### config.mk
export PLATFORM = sky130hd
export DESIGN_NAME = bitwise_logic_pipe_flat
export DESIGN_NICKNAME = d
export VERILOG_FILES = /design/src/rtl/bitwise_logic_pipe_if.sv /design/src/rtl/bitwise_logic_pipe.sv /design/src/flat_wrapper.sv
export SDC_FILE = /design/constraint.sdc
export NUM_CORES = 1
export LEC_CHECK = 0
export ABC_CLOCK_PERIOD_IN_PS = 1900
export CAP_MARGIN = 15
export CORE_ASPECT_RATIO = 1.75
export CORE_MARGIN = 8
export CORE_UTILIZATION = 40
export CTS_BUF_LIST = sky130_fd_sc_hd__clkbuf_4
export DETAILED_ROUTE_END_ITERATION = 8
export GPL_ROUTABILITY_DRIVEN = 1
export HOLD_SLACK_MARGIN = 0.02
export PLACE_DENSITY = 0.65
export SYNTH_ARGS = -nofsm -noshare
export SYNTH_HDL_FRONTEND = slang
export SYNTH_SLANG_ARGS = --single-unit
### constraint.sdc
create_clock -name clk -period 1.9 [get_ports clk]
set_input_delay 0.475 -clock clk [delete_from_list [all_inputs] [get_ports clk]]
set_output_delay 0.475 -clock clk [all_outputs]
set_load 0.1 [all_outputs]
### src/rtl/bitwise_logic_pipe_if.sv
// Request/result bundle for bitwise_logic_pipe: valid/ready request with two operands
// and an op code in; registered result, reduction flags and accept counter out.
interface bitwise_logic_pipe_if #(
   parameter int WIDTH = 8,
   parameter int CNT_W = 16
);
   logic             in_valid;
   logic             in_ready;
   logic [WIDTH-1:0] a;
   logic [WIDTH-1:0] b;
   logic [2:0]       op;
   logic             out_valid;
   logic             out_ready;
   logic [WIDTH-1:0] y;
   logic             red_and;
   logic             red_or;
   logic             red_xor;
   logic [CNT_W-1:0] op_count;

   modport master (
      output in_valid, a, b, op, out_ready,
      input  in_ready, out_valid, y, red_and, red_or, red_xor, op_count
   );

   modport slave (
      input  in_valid, a, b, op, out_ready,
      output in_ready, out_valid, y, red_and, red_or, red_xor, op_count
   );
endinterface

### src/rtl/bitwise_logic_pipe.sv
// Single-stage bitwise ALU (AND/OR/XOR/NAND/NOR/XNOR/NOT/pass) with registered reduction flags.
// Latency 1; one-entry output register with skid-free ready: in_ready = !out_valid | out_ready.
module bitwise_logic_pipe #(
   parameter int WIDTH = 8,
   parameter int CNT_W = 16
) (
   input logic                 clk,
   input logic                 rst_n,
   bitwise_logic_pipe_if.slave io
);
   logic             in_ready;
   logic             accept;
   logic [WIDTH-1:0] res;

   logic             out_valid_q, out_valid_d;
   logic [WIDTH-1:0] y_q, y_d;
   logic             red_and_q, red_and_d;
   logic             red_or_q, red_or_d;
   logic             red_xor_q, red_xor_d;
   logic [CNT_W-1:0] op_count_q, op_count_d;

   always_comb begin
      in_ready = ~out_valid_q | io.out_ready;
      accept   = io.in_valid & in_ready;

      res = io.a;
      case (io.op)
         3'b000:  res = io.a & io.b;
         3'b001:  res = io.a | io.b;
         3'b010:  res = io.a ^ io.b;
         3'b011:  res = ~(io.a & io.b);
         3'b100:  res = ~(io.a | io.b);
         3'b101:  res = ~(io.a ^ io.b);
         3'b110:  res = ~io.a;
         default: res = io.a;
      endcase

      out_valid_d = out_valid_q;
      y_d         = y_q;
      red_and_d   = red_and_q;
      red_or_d    = red_or_q;
      red_xor_d   = red_xor_q;
      op_count_d  = op_count_q;

      if (accept) begin
         out_valid_d = 1'b1;
         y_d         = res;
         // Flags come from the same value loaded into y so they can never disagree.
         red_and_d   = &res;
         red_or_d    = |res;
         red_xor_d   = ^res;
         op_count_d  = op_count_q + 1'b1;
      end else if (io.out_ready) begin
         out_valid_d = 1'b0;
      end
   end

   always_ff @(posedge clk or negedge rst_n) begin
      if (!rst_n) begin
         out_valid_q <= 1'b0;
         y_q         <= '0;
         red_and_q   <= 1'b0;
         red_or_q    <= 1'b0;
         red_xor_q   <= 1'b0;
         op_count_q  <= '0;
      end else begin
         out_valid_q <= out_valid_d;
         y_q         <= y_d;
         red_and_q   <= red_and_d;
         red_or_q    <= red_or_d;
         red_xor_q   <= red_xor_d;
         op_count_q  <= op_count_d;
      end
   end

   assign io.in_ready  = in_ready;
   assign io.out_valid = out_valid_q;
   assign io.y         = y_q;
   assign io.red_and   = red_and_q;
   assign io.red_or    = red_or_q;
   assign io.red_xor   = red_xor_q;
   assign io.op_count  = op_count_q;
endmodule

### src/flat_wrapper.sv
// flat-port wrapper written by rule: the top's interface ports become plain ports
module bitwise_logic_pipe_flat 
#(
   parameter int WIDTH = 8,
   parameter int CNT_W = 16
)
  (clk, rst_n, io_in_valid, io_a, io_b, io_op, io_out_ready, io_in_ready, io_out_valid, io_y, io_red_and, io_red_or, io_red_xor, io_op_count);
  bitwise_logic_pipe_if #(.WIDTH(WIDTH), .CNT_W(CNT_W)) io_i ();
  input logic clk;
  input logic rst_n;
  input wire logic [$bits(io_i.in_valid)-1:0] io_in_valid;
  input wire logic [$bits(io_i.a)-1:0] io_a;
  input wire logic [$bits(io_i.b)-1:0] io_b;
  input wire logic [$bits(io_i.op)-1:0] io_op;
  input wire logic [$bits(io_i.out_ready)-1:0] io_out_ready;
  output wire logic [$bits(io_i.in_ready)-1:0] io_in_ready;
  output wire logic [$bits(io_i.out_valid)-1:0] io_out_valid;
  output wire logic [$bits(io_i.y)-1:0] io_y;
  output wire logic [$bits(io_i.red_and)-1:0] io_red_and;
  output wire logic [$bits(io_i.red_or)-1:0] io_red_or;
  output wire logic [$bits(io_i.red_xor)-1:0] io_red_xor;
  output wire logic [$bits(io_i.op_count)-1:0] io_op_count;
  assign io_i.in_valid = io_in_valid;
  assign io_i.a = io_a;
  assign io_i.b = io_b;
  assign io_i.op = io_op;
  assign io_i.out_ready = io_out_ready;
  assign io_in_ready = io_i.in_ready;
  assign io_out_valid = io_i.out_valid;
  assign io_y = io_i.y;
  assign io_red_and = io_i.red_and;
  assign io_red_or = io_i.red_or;
  assign io_red_xor = io_i.red_xor;
  assign io_op_count = io_i.op_count;
  bitwise_logic_pipe #(.WIDTH(WIDTH), .CNT_W(CNT_W)) u_core (.clk(clk), .rst_n(rst_n), .io(io_i));
endmodule
# After elaboration in Yosys (flattened, before gate mapping)
# Cells that the tools add are included.
# op_classes
eq_ne	6
n_reduce_logical	5
add_sub_neg	1
mux	3
bitwise	10
# op_table
op	n
$pmux 8 s7	1
$not 8->8	4
$add 16x1->16 const B	1
$eq 3x3->1 const B	3
$and 8x8->8	1
$or 8x8->8	1
$reduce_and 8->1	1
$reduce_or 8->1	1
$reduce_xor 8->1	1
$xor 8x8->8	1
$eq 3x2->1 const B	2
$eq 3x1->1 const B	1
$logic_not 3->1	1
$mux 1	2
$reduce_bool 2->1	1
$and 1x1->1	1
$not 1->1	1
$or 1x1->1	1
# word_totals
elab_cells	31
input_bits	23
register_bits	28

# Depth between registers and ports, before layout
# Gate-level depths: netlist of the first run.
# logic_depth
ltp_word	4
mapped_depth	12

# Worst setup path before layout of the first run
# OpenSTA, ideal clock, no wires.
# synth_path
path_kind	register to register
startpoint	register u_core.out_valid_q (netlist: u_core.io.out_valid)
endpoint	register u_core.op_count_q[11] (netlist: u_core.io.op_count[11])
arrival_ps	2819
setup_ps	158
slack_ps	-1077
n_path_buf	2
stages_incl_launch_ff	8
synth_period_minus_slack_ps	2977
cell_sequence	dfrtp_1 nand2b_1 and2_1 clkbuf_1 and4_1 buf_2 nand4_1 xnor2_1
# synth_via
elab_chain_cells	3
# synth_rtl
element	line	text
start: declaration	bitwise_logic_pipe.sv:15	logic out_valid_q, out_valid_d;
start signal: assignment	bitwise_logic_pipe.sv:67	out_valid_q <= out_valid_d;
$not 1->1	bitwise_logic_pipe.sv:23	in_ready = ~out_valid_q | io.out_ready;
$or 1x1->1	bitwise_logic_pipe.sv:23	
net io_in_ready	flat_wrapper.sv:16	output wire logic [$bits(io_i.in_ready)-1:0] io_in_ready;
$and 1x1->1	bitwise_logic_pipe.sv:24	accept = io.in_valid & in_ready;
end signal: assignment	bitwise_logic_pipe.sv:72	op_count_q <= op_count_d;
end: declaration	bitwise_logic_pipe.sv:20	logic [CNT_W-1:0] op_count_q, op_count_d;
# The timed path passes the listed nets, and every way through them passes these cells.
# A chain may end at the register's enable or synchronous reset.

# Final worst setup path of the first run
# layout_path
startpoint	input port io_b[2]
endpoint	register u_core.red_xor_q (netlist: u_core.io.red_xor)
# layout_via
elab_chain_cells	4
# layout_rtl
element	line	text
start: declaration	flat_wrapper.sv:13	input wire logic [$bits(io_i.b)-1:0] io_b;
$xor 8x8->8 (tied with other cells)	bitwise_logic_pipe.sv:30, bitwise_logic_pipe.sv:33	
$not 8->8, on equally long branches	bitwise_logic_pipe.sv:33, bitwise_logic_pipe.sv:31, bitwise_logic_pipe.sv:32	
$pmux 8 s7 *	bitwise_logic_pipe.sv:27	case (io.op)
net u_core.res[2]	bitwise_logic_pipe.sv:13	logic [WIDTH-1:0] res;
$reduce_xor 8->1 *	bitwise_logic_pipe.sv:51	red_xor_d = ^res;
end signal: assignment	bitwise_logic_pipe.sv:71	red_xor_q <= red_xor_d;
end: declaration	bitwise_logic_pipe.sv:19	logic red_xor_q, red_xor_d;
# Mark *: on every way through the listed nets, which the timed path passes. The rest lies on a longest branch.

==> flow_summary.json, run 1 <==
{
  "timing_hold_violations_final": 0,
  "numPortBuffers": 51,
  "path_delay_family": "multiplexers",
  "place.gp.congestion": 0.782,
  "root_buffer": "sky130_fd_sc_hd__clkbuf_4",
  "crit_fanout": 2,
  "switchingPower_mw": 1.60,
  "setup_ws_ns": -0.0857,
  "multi_input_area_sq_mm": 0.00159,
  "syn_avg_cell_area_sq_um": 9.30,
  "tritoncts": "built",
  "rr_worst_depth": 5,
  "die-width_microns": 71.8,
  "synth_sequential_area_ratio_pct": 32.2,
  "signal_arrival_time_at_the_worst_endpoint_ns": 2.20,
  "fillcell_total": 383,
  "synth_area_leader_cell": "sky130_fd_sc_hd__dfrtp_1",
  "hpwl_microns": 4300,
  "number_of_distinct_library_cells_after_synthesis": 39,
  "failed_checks": "setup timing",
  "die_h_microns": 114,
  "dr.max_layer_used": "met4",
  "seqCellArea_sq_um": 712,
  "sw_frac_of_total_pct": 48.6,
  "grt_max_degree": 29,
  "syn_to_final_growth_pct": 73.4,
  "pre_cts_slack_ns": -1.05,
  "min-delay-path-class": "in -> async",
  "synth.top_cells.by_area": "sky130_fd_sc_hd__dfrtp_1, sky130_fd_sc_hd__ha_1, sky130_fd_sc_hd__xnor2_1",
  "rr_startpoint": "u_core.io.op_count[6]",
  "synth_top_cells_by_count": "sky130_fd_sc_hd__dfrtp_1, sky130_fd_sc_hd__inv_1, sky130_fd_sc_hd__ha_1, sky130_fd_sc_hd__nand2_1, sky130_fd_sc_hd__o21ai_0",
  "routed-via-count": 2033,
  "ant_nets": 0,
  "rows": 35,
  "pwr-share-seq_pct": 27.6,
  "layout.nets": 383,
  "timing.final.setup_violations": 2,
  "most_frequently_used_flop_master_after_synthesis": "sky130_fd_sc_hd__dfrtp_1",
  "cts.path.max_buffers": 2,
  "final.min_clock_period_ns": 1.99,
  "detail_route.iter0.violations": 46,
  "maximum_vdd_drop_v": 0.000525,
  "critical_path.slowest_cell": "sky130_fd_sc_hd__mux4_2",
  "layout-drive-gt1-share_pct": 54.9,
  "worst_skew_pair_latency_ns": 0.32,
  "clock_tree.htree_level_count": 1,
  "drt_drc_violations_left": 0,
  "synthesis.yosys.warnings": 0,
  "yosys.cell_count.top_type": "sky130_fd_sc_hd__dfrtp_1",
  "place.detailed.instances": 370,
  "fp.coreArea_sq_mm": 0.00526,
  "totalWireLength_microns": 5670,
  "crit_top_cell": "sky130_fd_sc_hd__ha_4",
  "cp.depth": 10,
  "post_layout_nonfiller_instances": 390,
  "worstPathCellList": "buf_6, inv_4, ha_4, mux2_4, mux4_2, inv_2, ha_4, xnor2_2, xnor2_1, o21ai_1",
  "number_of_antenna_violations_at_the_first_check_in_global_routing": 0,
  "leakage_power_figure_nw": 1.73,
  "crit_path_end_kind": "flip-flop",
  "netlist_area_sq_mm": 0.00218,
  "fp.dieArea_sq_mm": 0.00815,
  "grt_overflow": 0,
  "timing.critical_path.buf_inv": 3,
  "cts.hold.buffers_added": 0,
  "start_util_pct": 41.4,
  "p_int_mw": 1.69,
  "grt_pass1_vias": 2155,
  "route.met2.wl_microns": 3210,
  "syn_inst": 234,
  "synth-seq-cells": 28,
  "detailroute.wirelength.met3_microns": 251,
  "worstPathRequired_ns": 2.12,
  "pwr-share-comb_pct": 64.5,
  "wire_length_per_cell_microns": 14.5,
  "startpoint_type": "input pin",
  "synth-async-reset-ratio_pct": 100,
  "max_slew_margin_pct": 75.8,
  "timing.rr.end": "u_core.io.op_count[14]",
  "fin_util_pct": 71.8,
  "fmaxAchievable_ghz": 0.504,
  "synth_enable_flop_cells": 0,
  "tcrit_tclk_final_pct": 105,
  "grt_usage_pct": 13.9,
  "grt_pass1_wl_microns": 9370,
  "cpPeakStageDelay_ns": 0.49,
  "design.portCount": 52,
  "syn-num-nets": 281,
  "n_antenna_cell": 0,
  "result_of_the_run": "complete, but fails checks",
  "clkSinkCount": 28,
  "finalClockSkew_ns": 0.00993,
  "r2r_slack_ns": 0.25,
  "tightestPinTransition_ns": 0.362,
  "met1_routed_wirelength_after_detailed_routing_microns": 2080,
  "maxCapViolCount": 0,
  "setup_repair_after_global_routing_missed_its_margin": "true",
  "power.density_mw_per_mm2": 870,
  "path_clk_slew_ns": 0.14,
  "final-max-slew-violation-count": 0,
  "avgViaCountPerCell": 5.21,
  "length_of_the_first_detailed_routing_pass_in_iterations": 4,
  "clock_power_share_pct": 7.9,
  "netlist.area_leader.share_pct": 32.2,
  "numCtsBuffers": 3,
  "timing_worst_setup_path_type": "in -> reg"
}
[timing repair]
action / CTS / global route
buffers inserted: 14 / 4
gates resized for setup: 100 / 52
gates cloned: 1 / 0
endpoints found under the setup margin: 10 / 5
pin swaps: 21 / 23
[placed cells by master (no fill, tap or decap), types with 7 or more instances in the layout]
cell type                 instances
sky130_fd_sc_hd__nor2b_1         13
sky130_fd_sc_hd__inv_2            9
sky130_fd_sc_hd__buf_12          29
sky130_fd_sc_hd__inv_1           10
sky130_fd_sc_hd__buf_4           50
sky130_fd_sc_hd__ha_4            11
sky130_fd_sc_hd__dfrtp_1         21
sky130_fd_sc_hd__xnor2_1         13
sky130_fd_sc_hd__ha_2             7
sky130_fd_sc_hd__mux2i_1          7
sky130_fd_sc_hd__buf_6           13
sky130_fd_sc_hd__nor2_1           8
sky130_fd_sc_hd__nand2_1         19
[kinds of logic after synthesis]
kind of cell             Yosys count  synth area share [%]
multiplexers                      18                  10.6
AO/OA/AOI/OAI                     40                  11.7
adder cells (fa/ha/maj)           24                  13.8
flip-flops                        28                  32.2
buffers and inverters             38                  7.76
AND/OR/NAND/NOR                   66                  15.8
XOR/XNOR                          20                  8.05
[through the flow]
stage | power [mW] | TNS, ns | hold slack, ns | instance area (sq um)
floorplan | 2.10 | -1.01 | 0.179 | 2310
global placement | 2.89 | -7.14 | 0.500 | 3400
detailed placement | 2.92 | -7.65 | 0.504 | 3400
CTS | 3.27 | -0.299 | 0.507 | 3660
global route | 3.44 | -0.257 | 0.513 | 3770
finish | 3.28 | -0.165 | 0.494 | 3770
[routing by layer]
layer  global-route usage, %  vias to the layer above
met5                       0                        -
met4                    4.12                        0
met3                    2.37                       10
met2                    28.1                       47
met1                    13.3                      975
li1                        -                     1001
[layout make-up]
type	instances	area share, %
multi-input combinational	168	42.2
timing repair buffer	110	33.3
clock buffer	4	0.796
inverter	25	3.08
tap	55	1.82
sequential	28	18.9
[worst max-delay path by stage]
| stage | slack, ns | to | from |
|---|---|---|---|
| 2_1_floorplan | -0.36 | u_core.io.red_xor | io_b[1] |
| 5_1_grt | -0.17 | u_core.io.red_xor | io_op[0] |
| 4_1_cts | -0.13 | u_core.io.red_xor | io_b[2] |
| 3_5_place_dp | -1.05 | u_core.io.red_xor | io_b[1] |
| 6_report | -0.09 | u_core.io.red_xor | io_b[2] |
| 3_3_place_gp | -1.04 | u_core.io.red_xor | io_b[1] |
[power by group through the flow]
stage / Combinational [mW] / Sequential, mW / Clock (mW)
finish: 2.12 / 0.906 / 0.259
global route: 2.23 / 0.932 / 0.287
floorplan: 0.434 / 1.67 / 0
global placement: 1.97 / 0.914 / 0
CTS: 2.09 / 0.908 / 0.267
detailed placement: 1.99 / 0.921 / 0
[flip-flops by register name, summed over array words and instances, names as in the netlist]
signal,flops
u_core.io.op_count,16
u_core.io.red_or,1
u_core.io.y,8
u_core.io.red_and,1
u_core.io.red_xor,1
u_core.io.out_valid,1
No activity file was read; power rests on OpenSTA's default activity.
==> run 2, diff against run 1 <==
- SLEW_MARGIN: not set -> 20
==> results of run 2 <==
Final layout, timing and power as in run 1 (identical DEF).
